## src/rtl/yakirouter_out_fifo.sv

```systemverilog
`default_nettype none
// ============================================================================
// Module   : yakirouter_out_fifo
// Brief    : Per-output-channel packet framer and FIFO with read handshake,
//            overflow flag and stale-data timeout flush.
// Revision : 1.0
// ============================================================================
module yakirouter_out_fifo #(
    parameter int DATA_SIZE = 8,
    parameter int DEPTH     = 16,
    parameter int TIMEOUT   = 30
) (
    input  logic                 i_clk,
    input  logic                 i_rst,
    input  logic [DATA_SIZE-1:0] i_data_in,
    input  logic                 i_vld,
    input  logic                 i_read_en,
    output logic [DATA_SIZE-1:0] o_data_out,
    output logic                 o_data_vld,
    output logic                 o_last,
    output logic                 o_empty,
    output logic                 o_full,
    output logic                 o_pkt_avail,
    output logic                 o_timeout,
    output logic                 o_overflow
);

    localparam int c_AW = $clog2(DEPTH);
    localparam int c_CW = $clog2(DEPTH + 1);
    localparam int c_TW = $clog2(TIMEOUT);
    localparam int c_LW = DATA_SIZE - 2;
    localparam int c_EW = DATA_SIZE + 1;

    localparam logic [c_CW-1:0] c_FULL_CNT = c_CW'(DEPTH);
    localparam logic [c_TW-1:0] c_TO_MAX   = c_TW'(TIMEOUT - 1);
    localparam logic [c_LW-1:0] c_REM_ONE  = c_LW'(1);

    typedef enum logic [1:0] {
        S_HDR  = 2'd0,
        S_PAY  = 2'd1,
        S_DROP = 2'd2
    } state_t;

    state_t                r_state;
    logic [c_LW-1:0]       r_rem;
    logic [c_EW-1:0]       r_mem [DEPTH];
    logic [c_AW-1:0]       r_wr_ptr;
    logic [c_AW-1:0]       r_rd_ptr;
    logic [c_CW-1:0]       r_count;
    logic [c_CW-1:0]       r_pkt_cnt;
    logic [c_TW-1:0]       r_to_cnt;
    logic [DATA_SIZE-1:0]  r_data_out;
    logic                  r_data_vld;
    logic                  r_last;
    logic                  r_timeout;
    logic                  r_overflow;

    logic                  w_empty;
    logic                  w_full;
    logic [c_LW-1:0]       w_hdr_len;
    logic                  w_wr_req;
    logic                  w_wr_last;
    logic                  w_rd;
    logic                  w_wr;
    logic                  w_flush;
    logic                  w_rd_last;

    assign w_empty   = (r_count == '0);
    assign w_full    = (r_count == c_FULL_CNT);
    assign w_hdr_len = i_data_in[DATA_SIZE-1:2];

    always_comb begin
        w_wr_req  = 1'b0;
        w_wr_last = 1'b0;
        if (i_vld) begin
            case (r_state)
                S_HDR: begin
                    w_wr_req  = 1'b1;
                    w_wr_last = (w_hdr_len == '0);
                end
                S_PAY: begin
                    w_wr_req  = 1'b1;
                    w_wr_last = (r_rem == c_REM_ONE);
                end
                default: begin
                    w_wr_req  = 1'b0;
                    w_wr_last = 1'b0;
                end
            endcase
        end
    end

    // A flush can only happen while i_read_en is low, so it never collides with a read.
    assign w_flush   = !w_empty && !i_read_en && (r_to_cnt == c_TO_MAX);
    assign w_rd      = i_read_en && !w_empty;
    assign w_wr      = w_wr_req && (!w_full || w_rd) && !w_flush;
    assign w_rd_last = r_mem[r_rd_ptr][DATA_SIZE];

    // Write-side framing FSM; the length count advances even for dropped bytes.
    always_ff @(posedge i_clk) begin
        if (i_rst) begin
            r_state <= S_HDR;
            r_rem   <= '0;
        end else if (i_vld) begin
            case (r_state)
                S_HDR: begin
                    r_rem <= w_hdr_len;
                    if (w_hdr_len != '0) begin
                        r_state <= w_flush ? S_DROP : S_PAY;
                    end
                end
                S_PAY, S_DROP: begin
                    r_rem <= r_rem - 1'b1;
                    if (r_rem == c_REM_ONE) begin
                        r_state <= S_HDR;
                    end else if (w_flush) begin
                        r_state <= S_DROP;
                    end
                end
                default: r_state <= S_HDR;
            endcase
        end else if (w_flush && (r_state == S_PAY)) begin
            r_state <= S_DROP;
        end
    end

    always_ff @(posedge i_clk) begin
        if (w_wr) begin
            r_mem[r_wr_ptr] <= {w_wr_last, i_data_in};
        end
    end

    always_ff @(posedge i_clk) begin
        if (i_rst) begin
            r_wr_ptr  <= '0;
            r_rd_ptr  <= '0;
            r_count   <= '0;
            r_pkt_cnt <= '0;
            r_to_cnt  <= '0;
        end else if (w_flush) begin
            r_wr_ptr  <= '0;
            r_rd_ptr  <= '0;
            r_count   <= '0;
            r_pkt_cnt <= '0;
            r_to_cnt  <= '0;
        end else begin
            if (w_wr) begin
                r_wr_ptr <= r_wr_ptr + 1'b1;
            end
            if (w_rd) begin
                r_rd_ptr <= r_rd_ptr + 1'b1;
            end
            case ({w_wr, w_rd})
                2'b10:   r_count <= r_count + 1'b1;
                2'b01:   r_count <= r_count - 1'b1;
                default: r_count <= r_count;
            endcase
            case ({w_wr && w_wr_last, w_rd && w_rd_last})
                2'b10:   r_pkt_cnt <= r_pkt_cnt + 1'b1;
                2'b01:   r_pkt_cnt <= r_pkt_cnt - 1'b1;
                default: r_pkt_cnt <= r_pkt_cnt;
            endcase
            if (!w_empty && !i_read_en) begin
                r_to_cnt <= r_to_cnt + 1'b1;
            end else begin
                r_to_cnt <= '0;
            end
        end
    end

    always_ff @(posedge i_clk) begin
        if (i_rst) begin
            r_data_out <= '0;
            r_data_vld <= 1'b0;
            r_last     <= 1'b0;
            r_timeout  <= 1'b0;
            r_overflow <= 1'b0;
        end else begin
            r_data_vld <= w_rd && !w_flush;
            r_timeout  <= w_flush;
            if (w_rd && !w_flush) begin
                r_data_out <= r_mem[r_rd_ptr][DATA_SIZE-1:0];
                r_last     <= w_rd_last;
            end
            if (w_wr_req && w_full && !w_rd) begin
                r_overflow <= 1'b1;
            end
        end
    end

    assign o_data_out  = r_data_out;
    assign o_data_vld  = r_data_vld;
    assign o_last      = r_last;
    assign o_empty     = w_empty;
    assign o_full      = w_full;
    assign o_pkt_avail = (r_pkt_cnt != '0);
    assign o_timeout   = r_timeout;
    assign o_overflow  = r_overflow;

endmodule
`default_nettype wire

```

## config.mk

```make
export PLATFORM = sky130hd
export DESIGN_NAME = yakirouter_out_fifo
export DESIGN_NICKNAME = d
export VERILOG_FILES = /design/src/rtl/yakirouter_out_fifo.sv
export SDC_FILE = /design/constraint.sdc
export NUM_CORES = 1
export LEC_CHECK = 0
export CAP_MARGIN = 20
export CORE_MARGIN = 10
export CORE_UTILIZATION = 40
export CTS_CLUSTER_DIAMETER = 200
export DETAILED_ROUTE_END_ITERATION = 10
export GPL_TIMING_DRIVEN = 1
export REMOVE_ABC_BUFFERS = 1
export SLEW_MARGIN = 20
export SYNTH_ARGS = -nofsm -noshare
export SYNTH_HDL_FRONTEND = slang
export SYNTH_SLANG_ARGS = --single-unit
```

## constraint.sdc

```tcl
create_clock -name i_clk -period 8.3 [get_ports i_clk]
set_input_delay 1.66 -clock i_clk [delete_from_list [all_inputs] [get_ports i_clk]]
set_output_delay 1.66 -clock i_clk [all_outputs]
set_load 0.01 [all_outputs]
```

==> metrics.md, run 1 <==
| Metric | Value |
|---|---|
| Max-cap violations | 0 |
| Ys flop type | edfxtp_1 |
| Number of routed nets with antenna violations | 0 |
| NetSw | 0.716 mW |
| Most common cell after layout, fill and taps aside | edfxtp_1 |
| Worst Clk Skew | 0.0104 ns |
| Postcts setup bufs | 0 |
| Gate power share | a little over a fifth |
| Synth top area cells | edfxtp_1, dfxtp_1, mux4_2 |
| #FFs+latches synth | 191 |
| Maximum net fanout on the critical path | 18 |
| Final Hold Viols | 0 |
| PortBufs | 26 |
| IO Count | 27 |
| Number of vias per cell | about 5.3 |
| Final setup fails | 0 |
| Floorplan row count | 50 |
| DRC | 0 |
| Post-Synthesis Cells | 509 |
| PwrDens | 278 nW/um^2 |
| Layout net count | 580 |
| Post-synthesis sequential area ratio | between 60% and 70% |
| CTS root buf | clkbuf_16 |
| WL/cell | approximately 21 um |
| Clock-pin slew on the worst setup and hold paths | 0.07 ns |
| Initial antenna violation count | 0 |
| WP data required | roughly 8.7 ns |
| DRT Pass-1 Iters | 5 |
| Worst r2r path cells | 12 |
| Worst Slack Setup Final | 3.41 ns |
| EDFF count, synth | 144 |
| Clk buf depth | 2 |
| CP Capture Type | flip-flop |
| Flop pwr share | 45.5% |
| Slew @ Worst Pin | 1.09 ns |
| Maximum vdd drop | 154 uV |
| Power after layout | 2.51 mW |
| Internal power | 1.79 mW |
| Synthesized area | ~7800 um^2 |
| Initial DRC Count | between 300 and 400 |
| Initial Util | 41.1% |
| Tightest Hold Check Type | flip-flop to flip-flop |
| Fill cells | 1613 |
| Post-CTS sizing | 0 |
| Max Clk Rate | between 200 and 250 MHz |
| Synth cell types | 49 |
| Routed via count | 4343 |
| DP Worst Slack | 2.98 ns |
| Worst setup path endpoint | r_pkt_cnt[4]$_SDFFE_PP0P_ |
| Worst R2R End | r_pkt_cnt[4]$_SDFFE_PP0P_ |
| Switching Fraction | ~29% |
| Post-synth ARST share | 0% |
| H-tree levels | 4 |
| Vias in the first global route | 4625 |
| Slew margin rel. | 26.8% |
| RD Place Congestion | ~0.74 |
| Die ar. | 25500 um^2 |
| WS Path Type | input pin to flip-flop |
| CTS Buf Count | 17 |
| Minimum clock period | between 4 and 5 ns |
| Layout cells sized above 1 | approximately 17% |
| Post-synthesis area per instance | 15.3 um^2 |
| ANT cells | 0 |
| CP startpoint | i_data_in[5] |
| Layout area overhead | 15.8% |
| Setup TNS | 0 ns |
| Commonest non-fill, non-tap cells in the layout | edfxtp_1, nor2_1, dfxtp_1 |
| Multi-input gate area | 2360 um^2 |
| TritonCTS Sinks | between 150 and 200 |
| Chip Height | approximately 160 um |
| Period utilisation layout | slightly below 60% |
| Clk Latency, worst-skew pair | 0.44 ns |
| Largest net degree at the start of global routing | 37 |
| First-pass GRT wire length | 26700 um |
| HPWL after DPL | 10900 um |
| Clk pwr share | 33.1% |
| P_leak | between 3 and 4 nW |
| Fin. max-slew vios | 0 |
| Area of the core | 19000 um^2 |
| CTS tree | yes |
| Crit path DAT | 5.24 ns |
| Reg area | 5270 um^2 |
| CTS hold repair buffers | 0 |
| Grt ovf | 0 |
| Die W | 160 um |
| Aggregate global-route resource usage | about 14% |
| Yosys top cell by area | edfxtp_1 |
| Worst R2R Setup Slack | ~4.4 ns |
| RSZ-0062 raised after global routing | no |
| Detailed-route wire length | roughly 17000 um |
| Top cell type's share of synthesized area | a little under three fifths |
| CP Launch Type | input pin |
| Status | completed |
| Yosys warns | 0 |
-- registers in the layout (all words and copies together) (netlist names), named ones only --
signal / cells
r_count: 5
o_data_vld: 1
o_last: 1
o_timeout: 1
o_data_out: 8
r_mem: 144
r_pkt_cnt: 5
r_rd_ptr: 4
r_state: 2
o_overflow: 1
r_wr_ptr: 4
r_to_cnt: 5
r_rem: 6
-- worst min-delay path by stage --
stage,start,to,slack (ns),depth (start not counted)
floorplan,r_to_cnt[0]$_SDFF_PP0_,r_to_cnt[0]$_SDFF_PP0_,0.43,1
global placement,r_to_cnt[0]$_SDFF_PP0_,r_to_cnt[0]$_SDFF_PP0_,0.45,1
detailed placement,r_to_cnt[0]$_SDFF_PP0_,r_to_cnt[0]$_SDFF_PP0_,0.46,1
CTS,r_to_cnt[0]$_SDFF_PP0_,r_to_cnt[0]$_SDFF_PP0_,0.48,1
global route,r_to_cnt[0]$_SDFF_PP0_,r_to_cnt[0]$_SDFF_PP0_,0.51,1
finish,r_to_cnt[0]$_SDFF_PP0_,r_to_cnt[0]$_SDFF_PP0_,0.48,1
-- synth_stat cells (3+ instances only) --
library cell and number:
edfxtp_1 144, nor2_1 57, dfxtp_1 47, mux4_2 36, a21oi_1 30, ha_1 20
a22oi_1 19, nand2_1 19, inv_1 17, clkbuf_1 11, xor2_1 9, buf_2 7
nor2b_1 7, nor3_1 7, o21ai_0 7, xnor2_1 6, a211oi_1 4, a21o_1 4
and2_1 4, buf_1 4, mux2i_1 4, nand3_1 4, nand2b_1 3, nor4_1 3
or3_1 3
-- kinds of logic (layout without fill, tap and decap cells) --
logic type                 count (synthesis)  in the layout  share of synthesized area (%)
buffers and inverters                     43             93                           2.30
DFF                                      191            191                           67.5
and+or+nand+nor                          119            119                           7.16
muxes                                     41             41                           11.1
adders and majority gates                 22             22                           3.72
AOI/OAI and AO/OA                         78             78                           6.53
xor gates and xnor gates                  15             15                           1.69
-- cell type report --
class                   instances  share of cell area [%]
clock inverters                14                    1.97
clock buffers                  18                    4.75
multi-input cells             275                    26.1
flip-flops and latches        191                    58.3
repair buffers                 43                    4.46
inverters                      18                   0.748
well taps                     260                    3.60
-- power groups by stage --
stage	registers, mW	logic [mW]	clock network (mW)
floorplan	1.18	0.322	0
global placement	1.16	0.530	0
detailed placement	1.16	0.542	0
CTS	1.14	0.547	0.844
global route	1.15	0.601	0.892
finish	1.14	0.536	0.830
-- stage by stage --
step	cell area (um^2)	util (%)	instances	hold slack (ns)
after floorplan	7680	-	484	0.434
after detailed placement	8410	44.3	786	0.460
after global routing	9030	47.6	819	0.508
after CTS	9010	47.5	818	0.476
final	9030	47.6	819	0.476
after global placement	8370	44.2	783	0.445
-- metal layers --
| layer | up-vias | global-route usage (%) | part of all wire [%] |
|---|---|---|---|
| met4 | 0 | 4.34 | 1.7 |
| met3 | 22 | 4.03 | 5.0 |
| li1 | 2008 | - | - |
| met5 | - | 0 | 0 |
| met1 | 2196 | 17.0 | 43 |
| met2 | 117 | 22.9 | 51 |
-- worst max-delay path, stage by stage --
cell and delay, ns:
clkdlybuf4s50_1 0.72, nor4_1 0.41, and4_1 0.27, a41o_1 0.44, nand2_1 0.12, ha_1 0.29
fa_1 0.44, a21o_1 0.20, a21oi_1 0.16, xor2_1 0.09, or3_1 0.31, a21oi_1 0.13
(Power assumes the default switching activity.)
==> run 2: changes to the inputs <==
==> constraint.sdc (replaced) <==
create_clock -name i_clk -period 4.43 [get_ports i_clk]
set_input_delay 0.886 -clock i_clk [delete_from_list [all_inputs] [get_ports i_clk]]
set_output_delay 0.886 -clock i_clk [all_outputs]
set_load 0.01 [all_outputs]
==> run 2 against run 1 <==
- non-clock buffer count grew 11
- count of clock-buffer cells in the layout is 4 higher
- critical path depth is the same
- setup slack lost 2.7 ns
- final cell count rose by 1.3%
- utilization rose by 0.17 points
- hold slack worse by 0.0060 ns
- clock power grew 78%
- critical endpoint unchanged
- highest routed layer unchanged
==> metrics.md, run 2 (synthesis gave the netlist of run 1 again) <==
| Metric | Value |
|---|---|
| Max Clk Rate | 271 MHz |
| Core Util, Final | 47.8% |
| Layout area overhead | 16.2% |
| Number of routed nets with antenna violations | 0 |
| Die ar. | 25500 um^2 |
| Max-cap violations | 0 |
| Clk buf depth | 2 |
| P_leak | 3.11 nW |
| Aggregate global-route resource usage | 13.3% |
| Maximum net fanout on the critical path | 6 |
| Slew margin rel. | 43.8% |
| HPWL after DPL | 10800 um |
| CTS Buf Count | 17 |
| Number of vias per cell | 5.20 |
| Fill cells | 1652 |
| PwrDens | 511 nW/um^2 |
| Hold path cells | 1 |
| Maximum vdd drop | 389 uV |
| Worst r2r path cells | 12 |
| Area of the core | around 19000 um^2 |
| First-pass GRT wire length | 26100 um |
| Grt ovf | 0 |
| ANT cells | 0 |
| Period utilisation layout | between 80% and 90% |
| Max reg flops | 144 |
| Slew @ Worst Pin | 0.842 ns |
| Floorplan row count | 50 |
| Detailed-route wire length | ~16000 um |
| Initial Util | about two fifths |
| Fin. max-slew vios | 0 |
| Worst R2R End | r_pkt_cnt[4]$_SDFFE_PP0P_ |
| RSZ-0062 raised after global routing | no |
| Final Hold Viols | 0 |
| Clock-pin slew on the worst setup and hold paths | 0.07 ns |
| RD Place Congestion | 0.811 |
| Largest Register | r_mem |
| CTS tree | yes |
| WP data required | between 4 and 5 ns |
| PortBufs | 26 |
| Layout net count | 591 |
| Hold EP | r_to_cnt[0]$_SDFF_PP0_ |
| Power after layout | 4.63 mW |
| Clk Latency, worst-skew pair | around 0.43 ns |
| WL/cell | 19.9 um |
| Die W | 160 um |
| Largest net degree at the start of global routing | 35 |
| Worst Slack Setup Final | 0.741 ns |
| Most common cell after layout, fill and taps aside | edfxtp_1 |
| CTS root buf | clkbuf_16 |
| Crit path DAT | around 4 ns |
| H-tree levels | 4 |
| Vias in the first global route | 4536 |
| DP Worst Slack | 0.287 ns |
| Worst Clk Skew | 0.00842 ns |
| Initial DRC Count | 259 |
| Worst Min Path Start | r_to_cnt[0]$_SDFF_PP0_ |
| Commonest non-fill, non-tap cells in the layout | edfxtp_1, nor2_1, dfxtp_1 |
| DRT Pass-1 Iters | 4 |
| Minimum clock period | between 3 and 4 ns |
| DRC | 0 |
| CP Launch Type | input pin |
| TritonCTS Sinks | 191 |
| Final setup fails | 0 |
| Routed via count | 4316 |
| WS Path Type | input pin to flip-flop |
| Chip Height | 160 um |
| Post-CTS sizing | 0 |
| Worst R2R Setup Slack | 0.94 ns |
| Status | completed |
| CP Capture Type | flip-flop |
| Initial antenna violation count | 0 |
| IO Count | 27 |
| Tightest Hold Check Type | flip-flop to flip-flop |
| CTS hold repair buffers | 0 |
| Layout cells sized above 1 | 17.7% |
| Setup TNS | 0 ns |
| Postcts setup bufs | 0 |
==> run 2: through the flow <==
| step | cells | hold WS (ns) | cell area (um^2) |
|---|---|---|---|
| finish | 830 | 0.470 | 9060 |
| global route | 830 | 0.514 | 9060 |
| CTS | 830 | 0.474 | 9060 |
| detailed placement | 798 | 0.459 | 8480 |
| global placement | 798 | 0.444 | 8480 |
| floorplan | 484 | 0.434 | 7680 |
==> run 2: layer usage <==
| metal | track usage [%] | wire length (um) | part of all wire, % |
|---|---|---|---|
| met1 | 16.1 | 6980 | 42 |
| met2 | 22.8 | 8370 | 51 |
| met3 | 3.54 | 937 | 5.7 |
| met4 | 4.04 | 204 | 1.2 |
| met5 | 0 | 0 | 0 |
==> run 2: worst max path at each step <==
stage / cells after the start / slack [ns] / end / startpoint
final: 12 / 0.74 / r_pkt_cnt[4]$_SDFFE_PP0P_ / i_vld
after CTS: 12 / 0.74 / r_pkt_cnt[4]$_SDFFE_PP0P_ / i_vld
after detailed placement: 12 / 0.29 / r_pkt_cnt[4]$_SDFFE_PP0P_ / i_vld
after floorplan: 11 / 0.12 / r_pkt_cnt[4]$_SDFFE_PP0P_ / flip-flop
after global routing: 12 / 0.55 / r_pkt_cnt[4]$_SDFFE_PP0P_ / i_vld
after global placement: 12 / 0.47 / r_pkt_cnt[4]$_SDFFE_PP0P_ / i_data_in[4]
==> run 2: final cells by class <==
type                    count  area [um^2]  area share (%)
inverters                  18         67.6           0.746
repair buffers             54          470            5.19
flip-flops and latches    191         5270            58.1
well taps                 260          325            3.59
clock buffers              22          487            5.37
clock inverters            10         90.1           0.994
multi-input cells         275         2350            26.0
==> run 2: critical path: stages <==
cell             delay [ns]
clkdlybuf4s50_1        0.56
o21ai_0                0.16
a31oi_1                0.32
and2_1                 0.31
nand2_1                0.10
ha_1                   0.28
fa_1                   0.43
a21o_1                 0.20
a21oi_1                0.19
xor2_1                 0.10
or3_1                  0.32
a21oi_1                0.16
==> run 2: report_power, final <==
| part | switching [mW] | internal (mW) |
|---|---|---|
| Clock | 0.681 | 0.803 |
| Sequential | 0.0933 | 2.05 |
| Combinational | 0.547 | 0.461 |
| Total | 1.32 | 3.31 |
==> run 3: changes to the inputs <==
==> constraint.sdc (replaced) <==
create_clock -name i_clk -period 3.65 [get_ports i_clk]
set_input_delay 0.73 -clock i_clk [delete_from_list [all_inputs] [get_ports i_clk]]
set_output_delay 0.73 -clock i_clk [all_outputs]
set_load 0.01 [all_outputs]
==> run 3 against run 2 <==
- first-iteration DRC count up 8.5%
- count of clock-buffer cells in the layout down 4
- via count up 1.9%
- hold slack worse by 0.0079 ns
- critical path depth unchanged
- register-to-register slack worse by 0.52 ns
- largest power group unchanged
==> metrics.md, run 3 (synthesis gave the netlist of run 1 again) <==
| Metric | Value |
|---|---|
| Worst-path cell chain | clkdlybuf4s50_1, nor4_1, and4_1, a41o_1, nand2_1, ha_1, fa_1, a21o_1, a21oi_1, xor2_1, or3_1, a21oi_1 |
| Final Hold Viols | 0 |
| Maximum vdd drop | 391 uV |
| Initial DRC Count | 281 |
| Die W | 160 um |
| Worst Clk Skew | 0.00951 ns |
| Max incr delay on CP | 0.54 ns |
| Detailed-route wire length | ~16000 um |
| H-tree levels | 4 |
| Aggregate global-route resource usage | 13.0% |
| CP Capture Type | flip-flop |
| CTS Buf Count | 17 |
| WP data required | 3.99 ns |
| Layout net count | 598 |
| Fin. max-slew vios | 0 |
| Die ar. | ~25000 um^2 |
| Postcts setup bufs | 0 |
| Commonest non-fill, non-tap cells in the layout | edfxtp_1, nor2_1, dfxtp_1 |
| Maximum net fanout on the critical path | 4 |
| Post-CTS sizing | 0 |
| DRC | 0 |
| Max-cap violations | 0 |
| Clock-pin slew on the worst setup and hold paths | ~0.070 ns |
| CP Launch Type | input pin |
| RSZ-0062 raised after global routing | no |
| Crit path DAT | 3.68 ns |
| Slew @ Worst Pin | 0.851 ns |
| Worst r2r path cells | 11 |
| PortBufs | 26 |
| Tightest Hold Check Type | flip-flop to flip-flop |
| CP dominant cell by count | a21oi_1 |
| Status | completed |
| Final setup fails | 0 |
| Hold EP | r_to_cnt[0]$_SDFF_PP0_ |
| Floorplan row count | 50 |
| Non-Filler Instances | 836 |
| Largest net degree at the start of global routing | 29 |
| Largest Register | r_mem |
| Minimum clock period | 3.34 ns |
| CTS root buf | clkbuf_16 |
| Power after layout | ~5.6 mW |
| P_leak | 3.12 nW |
| WS Path Type | input pin to flip-flop |
| TritonCTS Sinks | 191 |
| Initial antenna violation count | 0 |
| Clk buf depth | 2 |
| IO Count | 27 |
| Max Clk Rate | ~300 MHz |
| Vias in the first global route | 4541 |
| Number of routed nets with antenna violations | 0 |
| CTS hold repair buffers | 0 |
| Kind of cell with the highest combined delay on the critical path | simple AND/OR/NAND/NOR gates |
| Routed via count | around 4400 |
| Period utilisation layout | 91.6% |
| Slew margin rel. | 43.2% |
| Grt ovf | 0 |
| CP bufs+invs | 1 |
| Worst R2R Setup Slack | about 0.42 ns |
| Placed cell count | a little over 800 |
| RD Place Congestion | 0.810 |
| Fill cells | 1625 |
| Worst Min Path Start | r_to_cnt[0]$_SDFF_PP0_ |
| Core Util, Final | 48.0% |
| Chip Height | 160 um |
| PwrDens | 614 nW/um^2 |
| Number of vias per cell | 5.26 |
| Area of the core | 19000 um^2 |
| Most common cell after layout, fill and taps aside | edfxtp_1 |
| Layout area overhead | 16.7% |
| WL/cell | 19.5 um |
| Max reg flops | 144 |
| CP max-delay cell | clkdlybuf4s50_1 |
| Clk Latency, worst-skew pair | about 0.42 ns |
| First-pass GRT wire length | between 20000 and 30000 um |
| HPWL after DPL | ~11000 um |
| FF-to-FF Start | r_count[3]$_SDFFE_PP0P_ |
| Initial Util | 41.1% |
| Worst R2R End | r_count[4]$_SDFFE_PP0P_ |
| DRT Pass-1 Iters | 5 |
| CTS tree | yes |
| Layout cells sized above 1 | 18.8% |
| ANT cells | 0 |
| Hold path cells | 1 |
## run 3: cell types whose count changed in the layout (fill, tap and decap cells not counted), moves of 2 or more
cell / before / now
clkbuf_16: 19 / 17
clkbuf_1: 3 / 1
buf_4: 28 / 35
clkinvlp_4: 1 / 5
inv_6: 2 / 0
## run 3: stage by stage
step	worst slack (ns)	setup TNS, ns	hold WS [ns]	cell area [um^2]
after CTS	0.293	0	0.470	9100
after global placement	-0.0238	-0.0238	0.446	8540
after floorplan	-0.657	-1.23	0.434	7680
final	0.307	0	0.462	9100
after detailed placement	-0.133	-0.133	0.456	8540
after global routing	0.0982	0	0.505	9100
## run 3: final cells by class
class                           count  area [um^2]  area share [%]
Tap cell                          260          325            3.57
Multi-Input combinational cell    275         2350            25.9
Inverter                           18         67.6           0.742
Clock buffer                       18          429            4.72
Clock inverter                     13          134            1.47
Sequential cell                   191         5270            57.9
Timing Repair Buffer               61          523            5.75
## run 3: layer usage
metal	share of wire [%]	vias up	wire [um]	GRT usage, %
li1	-	2050	-	-
met1	43	2243	7070	16.7
met2	51	96	8340	21.5
met3	5.1	7	830	3.20
met4	0.64	0	105	3.50
met5	0	-	0	0
## run 3: worst max-delay path by stage
| stage | slack, ns | depth (start not counted) | start | endpoint |
|---|---|---|---|---|
| CTS | 0.29 | 12 | i_data_in[5] | r_pkt_cnt[4]$_SDFFE_PP0P_ |
| detailed placement | -0.13 | 12 | i_data_in[5] | r_pkt_cnt[4]$_SDFFE_PP0P_ |
| global route | 0.1 | 12 | i_data_in[5] | r_pkt_cnt[4]$_SDFFE_PP0P_ |
| global placement | -0.02 | 12 | i_data_in[5] | r_pkt_cnt[4]$_SDFFE_PP0P_ |
| floorplan | -0.66 | 11 | flip-flop | r_pkt_cnt[4]$_SDFFE_PP0P_ |
| finish | 0.31 | 12 | i_data_in[5] | r_pkt_cnt[4]$_SDFFE_PP0P_ |
## run 3: power by group
part,internal [mW],leakage [nW],switching (mW)
logic,0.570,1.16,0.651
registers,2.48,1.70,0.118
clock network,0.953,0.260,0.812
